[src/rtl/cal_pkg.sv]
// Shared calendar encodings and the month-length table used by the date counter.
package cal_pkg;

    localparam int unsigned DAY_W   = 5;
    localparam int unsigned MONTH_W = 4;
    localparam logic [MONTH_W-1:0] MONTH_DEC = MONTH_W'(12);

    typedef enum logic [1:0] {
        SEL_DAY   = 2'd0,
        SEL_MONTH = 2'd1,
        SEL_YEAR  = 2'd2,
        SEL_NONE  = 2'd3
    } sel_e;

    // Month length; out-of-range months fall to 31 and are never reached in practice.
    function automatic logic [DAY_W-1:0] days_in_month(input logic [MONTH_W-1:0] month,
                                                       input logic               leap);
        logic [DAY_W-1:0] dim;
        case (month)
            MONTH_W'(2):                           dim = leap ? DAY_W'(29) : DAY_W'(28);
            MONTH_W'(4), MONTH_W'(6),
            MONTH_W'(9), MONTH_W'(11):             dim = DAY_W'(30);
            default:                               dim = DAY_W'(31);
        endcase
        return dim;
    endfunction

endpackage

[src/rtl/dim_lut.sv]
// Days-in-month lookup for a given month and leap flag.
module dim_lut
    import cal_pkg::*;
(
    input  logic [MONTH_W-1:0] month,
    input  logic               leap,
    output logic [DAY_W-1:0]   dim
);

    assign dim = days_in_month(month, leap);

endmodule

[src/rtl/date_counter.sv]
// Day/month/year calendar counter with validated parallel loads and a gated field databus.
module date_counter
    import cal_pkg::*;
#(
    parameter int unsigned YEAR_W   = 7,
    parameter int unsigned YEAR_MAX = 99,
    parameter int unsigned BUS_W    = 8
) (
    input  logic              clk,
    input  logic              clear_n,
    input  logic              tick,
    input  logic              load,
    input  logic [1:0]        load_sel,
    input  logic [BUS_W-1:0]  load_data,
    input  logic              enable,
    input  logic [1:0]        bus_sel,
    output logic [DAY_W-1:0]  day,
    output logic [MONTH_W-1:0] month,
    output logic [YEAR_W-1:0] year,
    output logic [BUS_W-1:0]  databus,
    output logic              year_carry,
    output logic              load_err
);

    localparam logic [YEAR_W-1:0] YEAR_LAST = YEAR_W'(YEAR_MAX);

    logic [DAY_W-1:0]   dim_cur;
    logic [DAY_W-1:0]   dim_cand;
    logic [MONTH_W-1:0] cand_month;
    logic [YEAR_W-1:0]  cand_year;
    logic [DAY_W-1:0]   ld_day;
    logic [MONTH_W-1:0] ld_month;
    logic [YEAR_W-1:0]  ld_year;
    logic               day_ok;
    logic               month_ok;
    logic               year_ok;

    logic [DAY_W-1:0]   day_n;
    logic [MONTH_W-1:0] month_n;
    logic [YEAR_W-1:0]  year_n;
    logic               carry_n;
    logic               err_n;

    assign ld_day   = load_data[DAY_W-1:0];
    assign ld_month = load_data[MONTH_W-1:0];
    assign ld_year  = load_data[YEAR_W-1:0];

    // Candidate calendar after a month/year load, used to clamp the day.
    assign cand_month = (sel_e'(load_sel) == SEL_MONTH) ? ld_month : month;
    assign cand_year  = (sel_e'(load_sel) == SEL_YEAR)  ? ld_year  : year;

    dim_lut u_dim_cur (
        .month (month),
        .leap  (year[1:0] == 2'b00),
        .dim   (dim_cur)
    );

    dim_lut u_dim_cand (
        .month (cand_month),
        .leap  (cand_year[1:0] == 2'b00),
        .dim   (dim_cand)
    );

    // Load checks: no stray high bits, and value in the field's legal range.
    assign day_ok   = ((load_data >> DAY_W) == '0) && (ld_day != '0) && (ld_day <= dim_cur);
    assign month_ok = ((load_data >> MONTH_W) == '0) && (ld_month != '0)
                      && (ld_month <= MONTH_DEC);
    assign year_ok  = ((load_data >> YEAR_W) == '0) && (ld_year <= YEAR_LAST);

    always_comb begin
        day_n   = day;
        month_n = month;
        year_n  = year;
        carry_n = 1'b0;
        err_n   = 1'b0;
        if (load) begin
            case (sel_e'(load_sel))
                SEL_DAY: begin
                    if (day_ok) day_n = ld_day;
                    else        err_n = 1'b1;
                end
                SEL_MONTH: begin
                    if (month_ok) begin
                        month_n = ld_month;
                        if (day > dim_cand) day_n = dim_cand;
                    end else begin
                        err_n = 1'b1;
                    end
                end
                SEL_YEAR: begin
                    if (year_ok) begin
                        year_n = ld_year;
                        if (day > dim_cand) day_n = dim_cand;
                    end else begin
                        err_n = 1'b1;
                    end
                end
                default: ;
            endcase
        end else if (tick) begin
            if (day == dim_cur) begin
                day_n = DAY_W'(1);
                if (month == MONTH_DEC) begin
                    month_n = MONTH_W'(1);
                    if (year == YEAR_LAST) begin
                        year_n  = '0;
                        carry_n = 1'b1;
                    end else begin
                        year_n = year + YEAR_W'(1);
                    end
                end else begin
                    month_n = month + MONTH_W'(1);
                end
            end else begin
                day_n = day + DAY_W'(1);
            end
        end
    end

    always_ff @(posedge clk) begin
        if (!clear_n) begin
            day        <= DAY_W'(1);
            month      <= MONTH_W'(1);
            year       <= '0;
            year_carry <= 1'b0;
            load_err   <= 1'b0;
        end else begin
            day        <= day_n;
            month      <= month_n;
            year       <= year_n;
            year_carry <= carry_n;
            load_err   <= err_n;
        end
    end

    always_comb begin
        databus = '0;
        if (enable) begin
            case (sel_e'(bus_sel))
                SEL_DAY:   databus = BUS_W'(day);
                SEL_MONTH: databus = BUS_W'(month);
                SEL_YEAR:  databus = BUS_W'(year);
                default:   databus = '0;
            endcase
        end
    end

endmodule

[config.mk]
export PLATFORM = sky130hd
export DESIGN_NAME = date_counter
export DESIGN_NICKNAME = d
export VERILOG_FILES = /design/src/rtl/cal_pkg.sv /design/src/rtl/dim_lut.sv /design/src/rtl/date_counter.sv
export SDC_FILE = /design/constraint.sdc
export NUM_CORES = 1
export LEC_CHECK = 0
export BUFFER_PORTS_ARGS = -buffer_cell sky130_fd_sc_hd__buf_2
export CORE_MARGIN = 1.5
export CORE_UTILIZATION = 47
export DETAILED_ROUTE_END_ITERATION = 6
export PLACE_DENSITY_LB_ADDON = 0.25
export REMOVE_ABC_BUFFERS = 1
export SYNTH_ARGS = -nofsm -noshare
export SYNTH_HDL_FRONTEND = slang
export SYNTH_SLANG_ARGS = --single-unit
export TNS_END_PERCENT = 10
[constraint.sdc]
create_clock -name clk -period 4.5 [get_ports clk]
set_input_delay 0.45 -clock clk [delete_from_list [all_inputs] [get_ports clk]]
set_output_delay 0.45 -clock clk [all_outputs]
set_load 0.01 [all_outputs]
[After elaboration in Yosys (flattened, before gate mapping)]
Index checks and enable logic that the tools add are counted.
Operators by class
  $add $sub $neg: 3
  order comparisons: 4
  eq/ne operators: 25
  multiplexer cells: 34
  bitwise logic cells: 4
  reduce and logical (&&, ||, !) cells: 24
Operator list (count)
  $mux 7: 8
  $mux 5: 7
  $mux 4: 7
  $logic_not 8->1: 3
  $pmux 7 s3: 1
  $eq 4x4->1 const B: 5
  $pmux 5 s2: 2
  $eq 4x3->1 const B: 4
  $pmux 5 s3: 1
  $reduce_and 5->1: 2
  $ne 3x3->1 const B: 3
  $eq 4x2->1 const B: 2
  $logic_not 2->1: 4
  $ne 2x1->1 const B: 4
  $reduce_or 4->1: 2
  $add 7x1->7 const B: 1
  $eq 7x7->1 const B: 1
  $le 7x7->1 const B: 1
  $mux 1: 6
  $reduce_bool 2->1: 3
  $add 5x1->5 const B: 1
  $eq 5x5->1: 1
  $gt 5x5->1: 1
  $le 5x5->1: 1
  other kinds (14): 23
Word-level totals
  register bits after elaboration: 18
  input bits: 17
  output and inout bits: 26
  word-level logic and storage cells: 99

[Logic depth before layout (Yosys ltp)]
  depth after elaboration: 10
  gate-level depth with buffers: 13
  gate-level depth less buffers: 12

[By module]
Synthesis repeated with hierarchy kept, for this count alone.
Second synthesis, totals
  cells, all modules: 260
  area total of the unflattened synthesis: 1930.6 um^2
Modules (own cells, without submodules)
  date_counter: instances 1, cells an instance 242, area each 1805.5 um^2, seq. area each 360.3 um^2
  dim_lut: instances 2, cells an instance 9, area each 62.6 um^2, seq. area each 0.0 um^2

[Worst setup path before layout]
Ideal clock, no wire load.
  path type: reg2reg
  start: register month[0]
  end: register day[3]
  library setup time: 122 ps
  data arrival time: 2586 ps
  data required time: 4378 ps
  path slack: 1792 ps
  cell stages (with the launch flop): 12
  buffers on the path: 0
  clock period less this slack: 2708 ps
  cell sequence: dfxtp_1 inv_1 ha_1 or3b_1 nor2_1 nor2_1 ha_1 a221oi_1 a2111oi_4 a21oi_4 nor3_1 a311o_1
On the way
  longest elaborated chain between the ends: 9
  elaborated cells between the ends (all ways): 28
  classes of those cells: order compare (2); eq/ne (12); mux (10); reduce/logical (4)
Ends and longest elaborated chain
  from (decl): RTL line date_counter.sv:18  | output logic [MONTH_W-1:0] month,
  from (signal assigned): RTL line date_counter.sv:129  | month <= month_n;
  $mux 4: RTL line date_counter.sv:49  | assign cand_month = (sel_e'(load_sel) == SEL_MONTH) ? ld_month : month;
  $eq 4x3->1 or $eq 4x4->1 (tied branches): RTL line cal_pkg.sv:19  | case (month)
  $reduce_or 4->1: RTL line cal_pkg.sv:19
  $pmux 5 s2: RTL line cal_pkg.sv:19
  $gt 5x5->1: RTL line date_counter.sv:85, date_counter.sv:93
  $mux 5
  $mux 5 (on tied branches)
  $pmux 5 s3
  $mux 5: RTL line date_counter.sv:76  | if (load) begin
  to (signal assigned): RTL line date_counter.sv:128  | day <= day_n;
  to (decl): RTL line date_counter.sv:17  | output logic [DAY_W-1:0] day,
Parallel ways exist; a longest one is shown, timed or not. The select of a mux whose other input is x is not followed.
A chain may end at the register's enable or synchronous reset.

[Worst setup path in the final report]
  start: register month[1]
  end: register day[4]
Same word-level chain as after synthesis.

==> impl_metrics.py <==
metrics = {
    "sta": {
        "hold_violations": 0,
        "finalCritPeriodShare_pct": 66.85,
        "finalClockSkew_ps": 1.996,
        "slew_violations": 0,
        "max-slew-margin-rel_pct": 59.35,
        "tightest_slew_ps": 604.2,
        "setup_viol_count_final": 0,
        "finalSetupTns_ps": 0,
        "timing.fmax_ghz": 0.3324,
        "rsz0062_at_grt": "no",
        "fin_crit_ps": 3008,
    },
    "routing": {
        "drt_iter0_drc": 152,
        "dr_total_vias": 1978,
        "dr.pass1.iters": 4,
        "wl_um": 5236,
        "drcViolationCount": 0,
        "ant_nets": 0,
        "avgViaCountPerCell": 6.162,
        "wire_per_inst_um": 16.31,
    },
    "synth": {
        "async_flop_share_pct": 0,
        "synth-seq-cells": 18,
        "synth_edf_count": 0,
        "yosysTopAreaCell": "dfxtp_1",
        "synth_cells": 246,
        "synth_commonest_cells": "dfxtp_1, nand2_1, ha_1",
        "avgSynthCellArea_um2": 7.751,
        "synthTopCellsByArea": "dfxtp_1, ha_1, mux2i_1, o21ai_0, and3_1",
        "synthFlopType": "dfxtp_1",
        "synth.top_cell.area_share_pct": 18.90,
        "synthesis.area_um2": 1907,
        "yosys_warnings": 0,
        "yosysMostFrequentCell": "dfxtp_1",
        "ys_seq_area_share_pct": 18.90,
        "yosysUniqueCellTypes": 61,
    },
    "floorplanning": {
        "core_um2": 3771,
        "num_io_pins": 43,
        "start_util_pct": 50.56,
        "die_area_um2": 4448,
        "chipHeight_um": 66.70,
        "dieWidth_um": 66.70,
        "num_rows": 22,
    },
    "critical_path": {
        "r2r_cells": 11,
        "crit-reg2reg-launch": "month[1]",
        "cp-start-kind": "register",
        "crit_fanout": 10,
        "endpoint_kind": "register",
        "required_ps": 4640,
        "crit_type": "reg2reg",
        "worstPathArrival_ps": 3150,
        "worstSetupStartpoint": "month[1]",
        "rr_endpoint": "day[4]",
        "reg2reg_slack_ps": 1490,
    },
    "clocking": {
        "postCtsSetupRepairBufs": 0,
        "cts_root_buf": "clkbuf_8",
        "clk_path_buf_depth": 2,
        "cts_resized": 0,
        "cts_tree": "done",
        "numCtsBuffers": 3,
        "cts.sinks": 18,
        "cts_hold_buf": 0,
        "h-tree-depth": 1,
        "clkLatencyLatePin_ps": 250,
        "clk_pin_slew_worst_paths_ps": 70,
    },
    "layout": {
        "nets": 307,
        "area_growth_syn_to_layout_pct": 11.42,
        "insertedDiodeCount": 0,
        "drive_gt1_share_pct": 19.78,
        "stdcell_count": 321,
        "fin_util_pct": 56.34,
    },
    "min_path": {
        "min_path_type": "in2reg",
        "hold_depth": 3,
        "hold_end": "load_err",
        "min_from": "load_sel[1]",
    },
    "global_route": {
        "grt_pass1_vias": 1747,
        "grt_max_degree": 36,
        "overflow": 0,
        "antenna_found_initial": 0,
        "grt_pass1_wl_um": 8687,
        "grt_usage_pct": 25.36,
    },
    "placed_design": {
        "io_buffers": 41,
        "gp_congestion": 0.8338,
        "hpwl_um": 3861,
        "placed_cells": 318,
    },
    "pwr": {
        "cellLeakagePower_nw": 0.9596,
        "vdd_ir_drop_max_mv": 0.1443,
        "power_mw": 0.4018,
        "p_per_area_nw_per_um2": 189.1,
    },
    "status": {
        "status": "completed",
    },
    "job": {
        "drv_cap": 0,
    },
}
[per-stage QoR]
| stage | hold WS, ps | setup slack, ps | cell area (um2) |
|---|---|---|---|
| 2_1_floorplan | 537.3 | 1792 | 1818 |
| 3_3_place_gp | 543.2 | 1532 | 2083 |
| 3_5_place_dp | 549.3 | 1517 | 2083 |
| 4_1_cts | 526.3 | 1511 | 2125 |
| 5_1_grt | 559.2 | 1240 | 2125 |
| 6_report | 528.4 | 1492 | 2125 |
[where the power goes]
group	leakage [nW]	internal, mW	switching, mW
Clock	0.0216	0.0595	0.0550
Combinational	0.792	0.0441	0.0636
Sequential	0.146	0.166	0.0136
Total	0.960	0.270	0.132
[worst max path at each step]
stage,to,slack [ps],cells after the start
finish,day[4],1490,11
global route,day[4],1240,11
CTS,day[4],1510,11
detailed placement,day[4],1520,11
global placement,day[4],1530,11
floorplan,day[3],1790,11
[per-layer routing]
metal	up-vias	share of wire [%]	global-route usage (%)
met5	-	0	0
met4	0	0.97	6.888
met3	4	7.0	4.054
met2	69	47	37.63
met1	920	45	37.49
li1	985	-	-
[critical path, stage by stage, from the launching register on]
cell and delay, ps:
dfxtp_1 420, inv_1 160, ha_1 200, o21ai_0 80, o22ai_1 400, nor2_1 110
ha_1 290, a221oi_1 430, a2111oi_4 110, a21oi_4 280, nor3_1 90, a311o_1 320
[sequential cells by signal, summed over array words and instances (netlist names)]
signal      cells
year            7
load_err        1
year_carry      1
month           4
day             5
[placed cells by master (no fill, tap or decap), drive strengths merged, types with 3 or more instances in the layout]
| cell type | n |
|---|---|
| dfxtp | 18 |
| a22oi | 3 |
| a311oi | 4 |
| o211ai | 5 |
| a211o | 4 |
| nor3 | 8 |
| a211oi | 3 |
| ha | 15 |
| clkbuf | 3 |
| and2 | 5 |
| inv | 14 |
| nand3 | 9 |
| nor2 | 13 |
| and3 | 11 |
| o31ai | 4 |
| o22ai | 5 |
| mux2i | 11 |
| nand2b | 7 |
| a311o | 3 |
| buf | 41 |
| a21oi | 10 |
| nand2 | 17 |
| nor2b | 5 |
| o21ai | 16 |
[area by class of cell]
cell class	instances	area (um2)
Multi-Input combinational cell	196	1401
Fill cell	378	1647
Timing Repair Buffer	41	205.2
Tap cell	48	60.06
Inverter	15	56.30
Sequential cell	18	360.3
Clock buffer	3	41.29
[kinds of logic after synthesis]
family                   Yosys count  synth area share (%)
AND/OR/NAND/NOR                   93                 26.97
AO/OA/AOI/OAI                     76                 30.71
buffers and inverters             32                 7.611
flip-flops                        18                 18.90
adder cells (fa/ha/maj)           15                 9.843
multiplexers                      11                 5.775
other                              1                0.1967
(Power assumes the default switching activity.)
